`src/rtl/read_arbiter_pkg.sv`:
```
// Shared definitions for read_arbiter: FSM state encoding, default sizes and the stall-timeout limit.
package read_arbiter_pkg;

    typedef enum logic [1:0] {
        IDLE = 2'd0,
        ARB  = 2'd1,
        REQ  = 2'd2,
        XFER = 2'd3
    } arb_state_t;

    localparam int         DEF_DATA_W    = 256;
    localparam int         DEF_NUM_PORTS = 16;
    localparam logic [7:0] TIMEOUT_LIMIT = 8'd255;

    // A programmed weight of zero still allows one packet per turn.
    function automatic logic [3:0] eff_weight(input logic [3:0] w);
        return (w == 4'd0) ? 4'd1 : w;
    endfunction

endpackage

```
`src/rtl/rr_pick.sv`:
```
// Combinational masked lowest-set-bit finder: first set request at or above start_i, wrapping to index 0.
module rr_pick #(
    parameter int N  = 16,
    parameter int PW = (N > 1) ? $clog2(N) : 1
) (
    input  logic [N-1:0]  req_i,
    input  logic [PW-1:0] start_i,
    output logic [PW-1:0] grant_o,
    output logic          any_o
);

    int            sum;
    logic [PW-1:0] idx;
    logic          found;

    always_comb begin
        grant_o = '0;
        found   = 1'b0;
        sum     = 0;
        idx     = '0;
        for (int i = 0; i < N; i++) begin
            sum = int'(start_i) + i;
            if (sum >= N) sum = sum - N;
            idx = PW'(sum);
            if (!found && req_i[idx]) begin
                grant_o = idx;
                found   = 1'b1;
            end
        end
    end

    assign any_o = found;

endmodule

```
`src/rtl/read_arbiter.sv`:
```
// read_arbiter: picks a port with queued packets (strict priority or weighted round robin), requests
// it from the SRAM controller and streams its beats to that port. READ_ARB_TIMEOUT_EN adds a stall watchdog.
module read_arbiter
    import read_arbiter_pkg::*;
#(
    parameter  int arbiter_data_width = DEF_DATA_W,
    parameter  int num_of_ports       = DEF_NUM_PORTS,
    localparam int PW                 = (num_of_ports > 1) ? $clog2(num_of_ports) : 1
) (
    input  logic                          clk,
    input  logic                          rst,
    input  logic                          sp0_wrr1,
    input  logic [num_of_ports-1:0]       pending,
    input  logic [4*num_of_ports-1:0]     wrr_weight_p,
    input  logic [num_of_ports-1:0]       ready,
    output logic                          rd_req,
    output logic [PW-1:0]                 rd_port,
    input  logic                          rd_ack,
    input  logic                          mem_vld,
    input  logic                          mem_sop,
    input  logic                          mem_eop,
    input  logic [arbiter_data_width-1:0] mem_data,
    output logic                          mem_next,
    output logic [num_of_ports-1:0]       vld,
    output logic [num_of_ports-1:0]       sop,
    output logic [num_of_ports-1:0]       eop,
    output logic [arbiter_data_width-1:0] data_out,
    output logic                          busy,
    output logic                          err
);

    arb_state_t              state_q;
    logic [PW-1:0]           sel_q, ptr_q;
    logic [3:0]              credit_q;

    logic [PW-1:0]           grant_d, ptr_d, pick_start, pick_idx;
    logic [3:0]              credit_d, ptr_weight;
    logic                    grant_vld_d, pick_any, keep_ptr, tmo_hit, xfer;
    logic [num_of_ports-1:0] sel_onehot;

    assign ptr_weight = eff_weight(wrr_weight_p[{ptr_q, 2'b00} +: 4]);
    assign keep_ptr   = pending[ptr_q] && (credit_q < ptr_weight);
    assign pick_start = !sp0_wrr1 ? '0 :
                        (ptr_q == PW'(num_of_ports - 1)) ? '0 : ptr_q + 1'b1;

    rr_pick #(.N(num_of_ports), .PW(PW)) u_pick (
        .req_i   (pending),
        .start_i (pick_start),
        .grant_o (pick_idx),
        .any_o   (pick_any)
    );

    // WRR: stay on the pointer port while it has credit, otherwise move to the next requester.
    always_comb begin
        grant_d     = pick_idx;
        grant_vld_d = pick_any;
        ptr_d       = ptr_q;
        credit_d    = credit_q;
        if (sp0_wrr1) begin
            if (keep_ptr) begin
                grant_d     = ptr_q;
                grant_vld_d = 1'b1;
                credit_d    = credit_q + 4'd1;
            end else if (pick_any) begin
                ptr_d    = pick_idx;
                credit_d = 4'd1;
            end
        end
    end

    always_ff @(posedge clk or posedge rst) begin
        if (rst) begin
            state_q  <= IDLE;
            sel_q    <= '0;
            ptr_q    <= PW'(num_of_ports - 1);
            credit_q <= '0;
        end else if (tmo_hit) begin
            state_q <= IDLE;
        end else begin
            case (state_q)
                IDLE: if (|pending) state_q <= ARB;
                ARB: begin
                    if (grant_vld_d) begin
                        sel_q    <= grant_d;
                        ptr_q    <= ptr_d;
                        credit_q <= credit_d;
                        state_q  <= REQ;
                    end else begin
                        state_q <= IDLE;
                    end
                end
                REQ:  if (rd_ack) state_q <= XFER;
                XFER: if (mem_next && mem_eop) state_q <= IDLE;
                default: state_q <= IDLE;
            endcase
        end
    end

`ifdef READ_ARB_TIMEOUT_EN
    logic [7:0] tmo_q;

    always_ff @(posedge clk or posedge rst) begin
        if (rst) begin
            tmo_q <= '0;
        end else if (!(state_q == REQ || state_q == XFER) || tmo_hit ||
                     (state_q == REQ && rd_ack) || mem_next) begin
            tmo_q <= '0;
        end else begin
            tmo_q <= tmo_q + 8'd1;
        end
    end

    assign tmo_hit = (state_q == REQ || state_q == XFER) && (tmo_q == TIMEOUT_LIMIT);
`else
    assign tmo_hit = 1'b0;
`endif

    // Beat path is combinational so SRAM data reaches the port with zero latency.
    assign xfer       = (state_q == XFER);
    assign sel_onehot = {{(num_of_ports-1){1'b0}}, 1'b1} << sel_q;
    assign mem_next   = xfer && mem_vld && ready[sel_q];
    assign vld        = (xfer && mem_vld)            ? sel_onehot : '0;
    assign sop        = (xfer && mem_vld && mem_sop) ? sel_onehot : '0;
    assign eop        = (xfer && mem_vld && mem_eop) ? sel_onehot : '0;
    assign data_out   = xfer ? mem_data : '0;
    assign rd_req     = (state_q == REQ);
    assign rd_port    = rd_req ? sel_q : '0;
    assign busy       = (state_q != IDLE);
    assign err        = tmo_hit;

endmodule

```
`config.mk`:
```
export PLATFORM = sky130hd
export DESIGN_NAME = read_arbiter
export DESIGN_NICKNAME = d
export VERILOG_FILES = /design/src/rtl/read_arbiter_pkg.sv /design/src/rtl/rr_pick.sv /design/src/rtl/read_arbiter.sv
export SDC_FILE = /design/constraint.sdc
export NUM_CORES = 1
export LEC_CHECK = 0
export CORE_AREA = 2 2 258 260
export CTS_CLUSTER_SIZE = 10
export DETAILED_ROUTE_END_ITERATION = 8
export DIE_AREA = 0 0 260 262
export SYNTH_ARGS = -nofsm -noshare
export SYNTH_HDL_FRONTEND = slang
export SYNTH_SLANG_ARGS = --single-unit
export TNS_END_PERCENT = 10
```
`constraint.sdc`:
```
create_clock -name clk -period 7.3 [get_ports clk]
set_input_delay 1.46 -clock clk [delete_from_list [all_inputs] [get_ports clk]]
set_output_delay 1.46 -clock clk [all_outputs]
set_load 0.03 [all_outputs]
```
### After elaboration in Yosys (flattened, before gate mapping)

Cells that the tools add are included.

* $add $sub $neg: 33
* order comparisons: 35
* equal/unequal tests: 7
* shift-type cells: 2
* mux-type cells: 103
* bitwise gates (word level): 1
* reduce and logical (&&, ||, !) cells: 45

Operator list (number)
* 2-to-1 mux 256 bit: 1
* 2-to-1 mux 4 bit: 40
* less-than comparator 4 x 5 -> 1 bit, second input constant: 18
* >= comparator 5 bit, second input constant: 15
* binary-select mux 1 bit (select 4 bit): 18
* variable part select 64 x 7 -> 4 bit: 1
* subtractor 4 x 1 -> 4 bit, second input constant: 16
* 2-to-1 mux 16 bit: 3
* adder 4 x 4 -> 5 bit, second input constant: 8
* 2-to-1 mux 1 bit: 36
* logical AND 1 bit: 21
* adder 4 x 3 -> 5 bit, second input constant: 4
* OR reduction 16 bit: 1
* left shift 1 x 4 -> 16 bit, first input constant: 1
* zero test 1 bit: 15
* adder 4 x 2 -> 5 bit, second input constant: 2
* adder 4 x 1 -> 4 bit, second input constant: 2
* 2-to-1 mux 2 bit: 4
* one-hot mux 2 bit (4 select lines): 1
* adder 4 x 1 -> 5 bit, second input constant: 1
* >= comparator 4 x 5 -> 1 bit, second input constant: 1
* AND reduction 5 bit: 1
* equality test 2 bit, second input constant: 2
* equality test 4 bit, second input constant: 1
* 11 further kinds: 13

* bits in registers: 14
* bits of input ports: 359
* output and inout bits: 312
* logic and storage cells: 230

### Logic depth before layout (Yosys ltp)

Gate-level depths: netlist of the first run.

* depth after elaboration: 57
* mapped depth: 19

### Hierarchy

From an unflattened synthesis of the first run, not the netlist that was laid out.

* cell total of the unflattened synthesis: 824
* area, all modules: 6113.4 um^2

By module, submodules not included
* read_arbiter: instances 1, cells each 577, area each 4026.4 um^2, seq. area each 355.3 um^2
* rr_pick: instances 1, cells each 247, area each 2087.0 um^2, seq. area each 0.0 um^2

### Least setup slack after synthesis of the first run

OpenSTA, ideal clock, no wires.

* path kind: input to register
* from: input port sp0_wrr1
* to: register ptr_q[0]
* library setup time: 0.082 ns
* data arrival time: 5.668 ns
* slack: 1.550 ns
* stages on the path: 15
* path buffers: 7
* path through: buf_2 nand2_2 buf_2 ha_1 clkbuf_1 clkbuf_1 clkbuf_1 mux4_2 mux4_2 or4_1 buf_2 o41a_1 and3_4 buf_6 mux2_4

* cells in the longest elaborated chain, start to end: 54

Ends and longest elaborated chain
* from (decl): line read_arbiter.sv:12 `input logic sp0_wrr1,`
* parallel branches: the longest is 54 deep, another holds adder 4 x 1 -> 5 bit
* to (signal assigned): line read_arbiter.sv:75 `ptr_q <= PW'(num_of_ports - 1);`
* to (signal assigned): line read_arbiter.sv:85 `ptr_q <= ptr_d;`
* to (decl): line read_arbiter.sv:33 `logic [PW-1:0] sel_q, ptr_q;`

Parallel ways; which one is timed is not known. The select of a mux whose other input is x is not followed.
A chain may end at the register's enable or synchronous reset.

### Worst setup path in the final report of the first run

* from: input port sp0_wrr1
* to: register sel_q[0]

* cells in the longest elaborated chain, start to end: 54

Ends and longest elaborated chain
* parallel branches: the longest is 54 deep, another holds adder 4 x 1 -> 5 bit
* to (signal assigned): line read_arbiter.sv:84 `sel_q <= grant_d;`
* to (decl): line read_arbiter.sv:33

Parallel ways; which one is timed is not known. The select of a mux whose other input is x is not followed.

==> qor.yml, run 1 <==
timing:
  finalCritPeriodShare_pct: 84.0
  finalClockSkew_ns: 0.000818
  max_slew_margin_pct: 36.0
  rsz0062_at_grt: "no"
  hold-worst-slack_ns: 0.500
  setup_viol: 0
  tightest_slew_ns: 0.959
  finalSetupTns_ns: 0
  max_freq_mhz: 163
  slew_violations: 0
  finalCriticalPeriod_ns: 6.13
  finalHoldViolations: 0
synthesis:
  synth.most_common_cell: "and3_1"
  synth_top_area_share_pct: 28.3
  synth.distinct_cells: 82
  syn_nets: 1254
  synthTopCellsByArea: "and3_1 28%, mux4_2 15%, clkbuf_1 4.8%, dfrtp_1 3.9%, mux2i_1 3.9%"
  syn_inst: 883
  postSynth.asyncResetShare_pct: 100
  yosysTopAreaCell: "and3_1"
  yosys-top-cells-count: "287 x and3_1, 81 x clkbuf_1, 46 x nand2_1"
  synth-edff-count: 0
  syn_area_um2: 6340
  ys_ff_latch: 14
  ys.warnings.count: 0
  avgSynthCellArea_um2: 7.18
  synth_seq_area_share_pct: 5.60
  ys.flop_type: "dfrtp_1"
worst_setup_path:
  start_kind: "input port"
  critPathMaxFanout: 23
  required_ns: 7.42
  cp.arrival_ns: 6.25
  cp.buffers_inverters: 3
  worstSetupPathType: "in2reg"
  path_cells: "clkdlybuf4s50_1 -> nor2b_4 -> nand2_4 -> ha_1 -> nand2_1 -> a211oi_1 -> nor4_1 -> nor4_1 -> buf_4 -> a211oi_1 -> and3_1 -> a2111oi_0 -> buf_4 -> a31oi_1 -> a221o_1"
  end_kind: "flip-flop"
  crit_family: "simple AND/OR/NAND/NOR gates"
  crit_path_top_delay_cell: "ha_1"
  cp_slowest_stage_delay_ns: 0.82
  cp_num_cells: 15
  reg2reg_depth: 15
routing:
  drc: 0
  ant_nets: 0
  wire_per_inst_um: 22.7
  drt-pass1-iter-count: 5
  vias: 10026
  drtIter0Drc: 852
  via_per_inst: 4.27
  routed_wl_mm: 53.2
final_layout:
  synthToLayoutAreaGrowth_pct: 121
  seqCellArea_um2: 363
  layout-drive-gt1-share_pct: 7.48
  multiInputGateArea_um2: 5510
  fin_util_pct: 21.5
  fin_cells: 2348
  fillCellCount: 7203
  fin_nets: 1855
floorplan:
  placeableCoreArea_um2: 65300
  die_h_um: 262
  core.rowCount: 94
  start_util_pct: 9.72
  io_pins: 671
  dieArea_um2: 68100
  die_w_um: 260
placement:
  io_buffer_count: 669
  place_inst: 2343
  hpwl_mm: 44.0
  place_congestion: 0.881
global_route:
  grt_pass1_wl_mm: 72.8
  antenna_found_initial: 14
  grt_max_degree: 190
  gr-usage-all-layers_pct: 14.3
  gr-total-overflow: 0
  grt_pass1_vias: 10096
cts:
  cts_hold_buf: 0
  cts.reportedPaths.clkPinSlew_ns: 0.05
  cts_tree: "built"
  cts.repair.resized: 0
  ctsRootBufferMaster: "clkbuf_16"
  cts_buffer_depth: 2
  clkLatencyLatePin_ns: 0.24
  cts_buffers: 3
  htreeDepth: 1
  cts_sinks: 14
  cts_setup_buffers: 0
power_and_ir_drop:
  power_uw: 6090
  switchingPower_uw: 3630
  p_int_uw: 2460
  p_per_area_nw_per_um2: 434
  pwr-share-comb_pct: 92.8
  leakage_uw: 0.00575
  ir_drop_v: 0.000184
  p_seq_share_pct: 5.3
  clockPowerShare_pct: 1.9
  switching_share_pct: 59.6
hold_path:
  min_path_type: "reg2reg"
  worstHoldPathCells: 1
flow_run:
  cap_violations: 0
outcome:
  status: "finished clean"
-- area by class of cell --
type | count | share of cell area, %
Timing Repair Buffer | 694 | 49.3
Multi-Input combinational cell | 753 | 39.3
Tap cell | 864 | 7.71
Sequential cell | 14 | 2.59
Clock buffer | 4 | 0.633
Inverter | 18 | 0.482
Antenna cell | 1 | 0.0178
-- cell usage in the layout (no fill, tap or decap), types with 4 or more instances in the layout --
cell type / netlist / final
and2_1: 18 / 18
nand2_1: 46 / 46
nand4_1: 6 / 6
o21bai_1: 4 / 4
nor2b_1: 8 / 8
buf_4: 2 / 23
mux2i_1: 25 / 25
a22oi_1: 6 / 6
dfrtp_1: 10 / 8
ha_1: 12 / 12
or3_1: 5 / 5
a211oi_1: 10 / 10
a31oi_1: 4 / 4
a21o_1: 4 / 4
o211ai_1: 11 / 11
nand3_1: 22 / 22
or4_1: 4 / 4
clkdlybuf4s50_1: 0 / 669
dfstp_2: 4 / 4
nor2_1: 40 / 40
and3_1: 287 / 287
a221o_1: 4 / 4
o31ai_1: 7 / 7
mux4_2: 41 / 41
nor4_1: 13 / 13
a21oi_1: 27 / 27
nor3_1: 25 / 25
o21ai_0: 25 / 25
or2_2: 10 / 10
xnor2_1: 6 / 6
a221oi_1: 4 / 4
nand2b_1: 16 / 16
inv_1: 16 / 16
-- per-stage QoR --
step | worst slack, ns | area [um^2]
4_1_cts | 1.24 | 14000
6_report | 1.17 | 14000
3_3_place_gp | 1.07 | 13900
5_1_grt | 0.817 | 14000
3_5_place_dp | 1.01 | 13900
2_1_floorplan | 1.55 | 6340
-- path summary, 6_finish.rpt --
path | to | slack [ns] | from
min reg2reg | credit_q[3] | 0.50 | credit_q[3]
max reg2reg | sel_q[0] | 1.96 | ptr_q[0]
max | sel_q[0] | 1.17 | sp0_wrr1
min in group asynchronous | state_q[0] | 1.56 | rst
max in group asynchronous | async pin | 5.34 | rst
min | credit_q[3] | 0.50 | credit_q[3]
-- power by group through the flow --
stage | clock network (uW) | registers [uW] | logic (uW)
finish | 114 | 322 | 5650
CTS | 116 | 322 | 5660
global placement | 0 | 321 | 5660
detailed placement | 0 | 323 | 5620
floorplan | 0 | 137 | 3510
global route | 120 | 339 | 5980
-- sequential cells by signal, summed over array words and instances, names as in the netlist, named ones only --
| name | cells |
|---|---|
| credit_q | 4 |
| ptr_q | 4 |
| sel_q | 4 |
| state_q | 1 |
-- cells by family after synthesis --
kind of cell               after synthesis  synth area share (%)
adders and majority gates               12                  2.37
AOI/OAI and AO/OA                      144                  16.4
xor gates and xnor gates                 7                 0.966
buffers and inverters                  116                  7.49
other                                    1                0.0591
and+or+nand+nor                        519                  47.8
muxes                                   70                  19.3
DFF                                     14                  5.60
-- routing by layer --
| metal | track usage (%) | vias up | share of wire, % |
|---|---|---|---|
| li1 | - | 4562 | - |
| met2 | 25.6 | 572 | 50 |
| met3 | 3.35 | 47 | 8.2 |
| met1 | 17.8 | 4835 | 41 |
| met5 | 0 | - | 0.11 |
| met4 | 1.60 | 10 | 1.2 |
Note: power is estimated with default switching activity, not from simulation.
==> run 2, diff against run 1 <==
- CORE_AREA: 2 2 258 260 -> 2 2 264 266
- DIE_AREA: 0 0 260 262 -> 0 0 266 268
- clock period: 7.3 -> 4.97 ns (I/O delays scaled with it)
==> run 2 against run 1 <==
  * Worst setup slack got worse by 0.97 ns
  * Clock-buffer cell count unchanged
  * Power increased by 53%
  * Combinational power increased by 56%
  * Sequential power increased by 4%
  * Non-clock buffer count increased by 63
  * Global-route usage decreased by 1.1 points
  * Wire length decreased by 4.1%
  * Final area increased by 4.0%
  * Clock power increased by 33%
  * Sequential cell count unchanged
  * Critical path type unchanged
  * Critical endpoint is now ptr_q[3]
  * Largest power group unchanged
==> qor.yml, run 2 (synthesized netlist as in run 1, its figures left out) <==
outcome:
  status: "finished clean"
final_layout:
  fin_nets: 1918  # +3.4%
  final_cell_mix: "669 x clkdlybuf4s50_1, 287 x and3_1, 85 x buf_4"
  fillCellCount: 7576  # +5.2%
  fin_area_um2: 14600  # +4.0%
  synthToLayoutAreaGrowth_pct: 130
  final_common_cell: "clkdlybuf4s50_1"
  reg_top3: "credit_q x4, ptr_q x4, sel_q x4"
  layout-drive-gt1-share_pct: 11.7  # +4.2 points
cts:
  cts.reportedPaths.clkPinSlew_ns: 0.05  # about the same
  cts_sinks: 14  # unchanged
  clkLatencyLatePin_ns: 0.24  # about the same
  cts_hold_buf: 0  # unchanged
  htreeDepth: 1  # unchanged
  ctsRootBufferMaster: "clkbuf_16"
  cts_buffer_depth: 2  # unchanged
  cts_buffers: 3  # unchanged
  cts_tree: "built"
floorplan:
  dieArea_um2: 71300  # +4.7%
  start_util_pct: 9.30  # -0.42 points
  core.rowCount: 96  # +2.1%
  die_h_um: 268  # +2.3%
  io_pins: 671  # unchanged
  die_w_um: 266  # +2.3%
  placeableCoreArea_um2: 68200  # +4.5%
routing:
  routed_wl_mm: 51.1  # -4.1%
  drtIter0Drc: 736  # -14%
  drc: 0  # unchanged
  vias: 10103  # +0.77%
  via_per_inst: 4.16  # -2.6%
  wire_per_inst_um: 21.0  # -7.3%
  drt-pass1-iter-count: 7  # +2
  ant_nets: 0  # unchanged
timing:
  max_freq_mhz: 210
  setup_viol: 0  # unchanged
  tightest_slew_ns: 1.06  # +0.104 ns
  finalCriticalPeriod_ns: 4.77
  finalClockSkew_ns: 0.000412  # -0.000406 ns
  slew_violations: 0  # unchanged
  max_slew_margin_pct: 29.1  # -6.9 points
  finalHoldViolations: 0  # unchanged
  finalCritPeriodShare_pct: 95.9
global_route:
  grt_pass1_vias: 9871  # -2.2%
  grt_pass1_wl_mm: 70.0  # -3.8%
  antenna_found_initial: 20  # +6
  use_met1_pct: 17.4  # -0.38 points
  gr-usage-met2_pct: 22.2  # -3.4 points
  grt_max_degree: 203  # +6.8%
  gr-total-overflow: 0  # unchanged
  gr-max-usage-layer: "met2"
  met3_usage_pct: 3.45  # +0.099 points
  gr-usage-all-layers_pct: 13.2  # -1.1 points
worst_setup_path:
  worstSetupPathType: "in2reg"
  start_kind: "input port"
  cp.arrival_ns: 4.93  # -1.32 ns
  critPathMaxFanout: 13  # -43%
  end_kind: "flip-flop"
  required_ns: 5.13  # -2.29 ns
power_and_ir_drop:
  p_int_uw: 4000  # +63%
  ir_drop_v: 0.000324  # +76%
  p_seq_share_pct: 3.6  # -1.7 points
  p_per_area_nw_per_um2: 639  # +47%
  switchingPower_uw: 5320  # +47%
  switching_share_pct: 57.1  # -2.6 points
  pwr-share-comb_pct: 94.8  # +2.0 points
  power_uw: 9320  # +53%
  clockPowerShare_pct: 1.6  # -0.3 points
  leakage_uw: 0.00608  # +5.7%
placement:
  io_buffer_count: 669  # unchanged
  place_congestion: 0.914  # +3.8%
  hpwl_mm: 42.7  # -2.9%
  post_dp_cell_area_um2: 14500  # +3.8%
flow_run:
  cap_violations: 0  # unchanged
hold_path:
  min_path_type: "reg2reg"
## run 2: changes by cell type in the layout (fill, tap and decap cells not counted), sizes merged
cell / before / now
buf: 25 / 88
diode: 1 / 2
## run 2: power groups by stage
stage          Combinational [uW]  Sequential (uW)  Clock, uW
2_1_floorplan                5190              201          0
3_3_place_gp                 8780              346          0
3_5_place_dp                 8720              350          0
4_1_cts                      8760              348        156
5_1_grt                      9380              360        162
6_report                     8830              335        152
## run 2: per-stage QoR
stage	util, %	cells	TNS (ns)	worst slack, ns	hold WS, ns
2_1_floorplan	-	883	0	0.00421	0.452
3_3_place_gp	21.2	2424	0	0.00177	0.488
3_5_place_dp	21.2	2424	-0.739	-0.159	0.492
4_1_cts	21.3	2428	0	0.0687	0.501
5_1_grt	21.4	2428	-0.0165	-0.0165	0.526
6_report	21.4	2430	0	0.204	0.502
## run 2: cell type report
| cell class | count | area (um^2) | area share, % |
|---|---|---|---|
| inverters | 18 | 67.6 | 0.463 |
| flip-flops and latches | 14 | 363 | 2.49 |
| clock buffers | 4 | 78.8 | 0.540 |
| multi-input cells | 753 | 5580 | 38.3 |
| diodes | 2 | 5.00 | 0.0343 |
| well taps | 882 | 1100 | 7.57 |
| repair buffers | 757 | 7390 | 50.6 |
## run 2: repair_timing
action | CTS | global route
gates resized for setup | 0 | 9
endpoints found under the setup margin | 0 | 11
buffers inserted | 0 | 0
## run 2: per-layer routing
metal  wire length [um]  part of all wire [%]
met5                 56                  0.11
met4                460                  0.90
met3               4630                   9.1
met2              23800                    47
met1              22100                    43
## run 2: path summary, 6_finish.rpt
kind | from | to | cells after the start | slack (ns)
max in group asynchronous | rst | async pin | 2 | 3.45
worst max register to register | ptr_q[0] | sel_q[1] | 17 | 0.62
worst min-delay path | credit_q[3] | credit_q[3] | 1 | 0.50
worst max-delay path | sp0_wrr1 | ptr_q[3] | 15 | 0.20
worst min register to register | credit_q[3] | credit_q[3] | 1 | 0.50
min in group asynchronous | rst | state_q[0] | 2 | 1.10
## run 2: worst max-delay path, stage by stage
cell and delay [ns]:
clkdlybuf4s50_1 0.54, nor2b_4 0.21, nand2_4 0.05, ha_1 0.38, buf_6 0.19, nand2b_1 0.11, a22oi_1 0.09, or2_2 0.32
mux2i_1 0.19, mux2i_1 0.16, or4_4 0.63, or4_1 0.54, a32oi_1 0.24, a21oi_1 0.10, a31oi_1 0.20
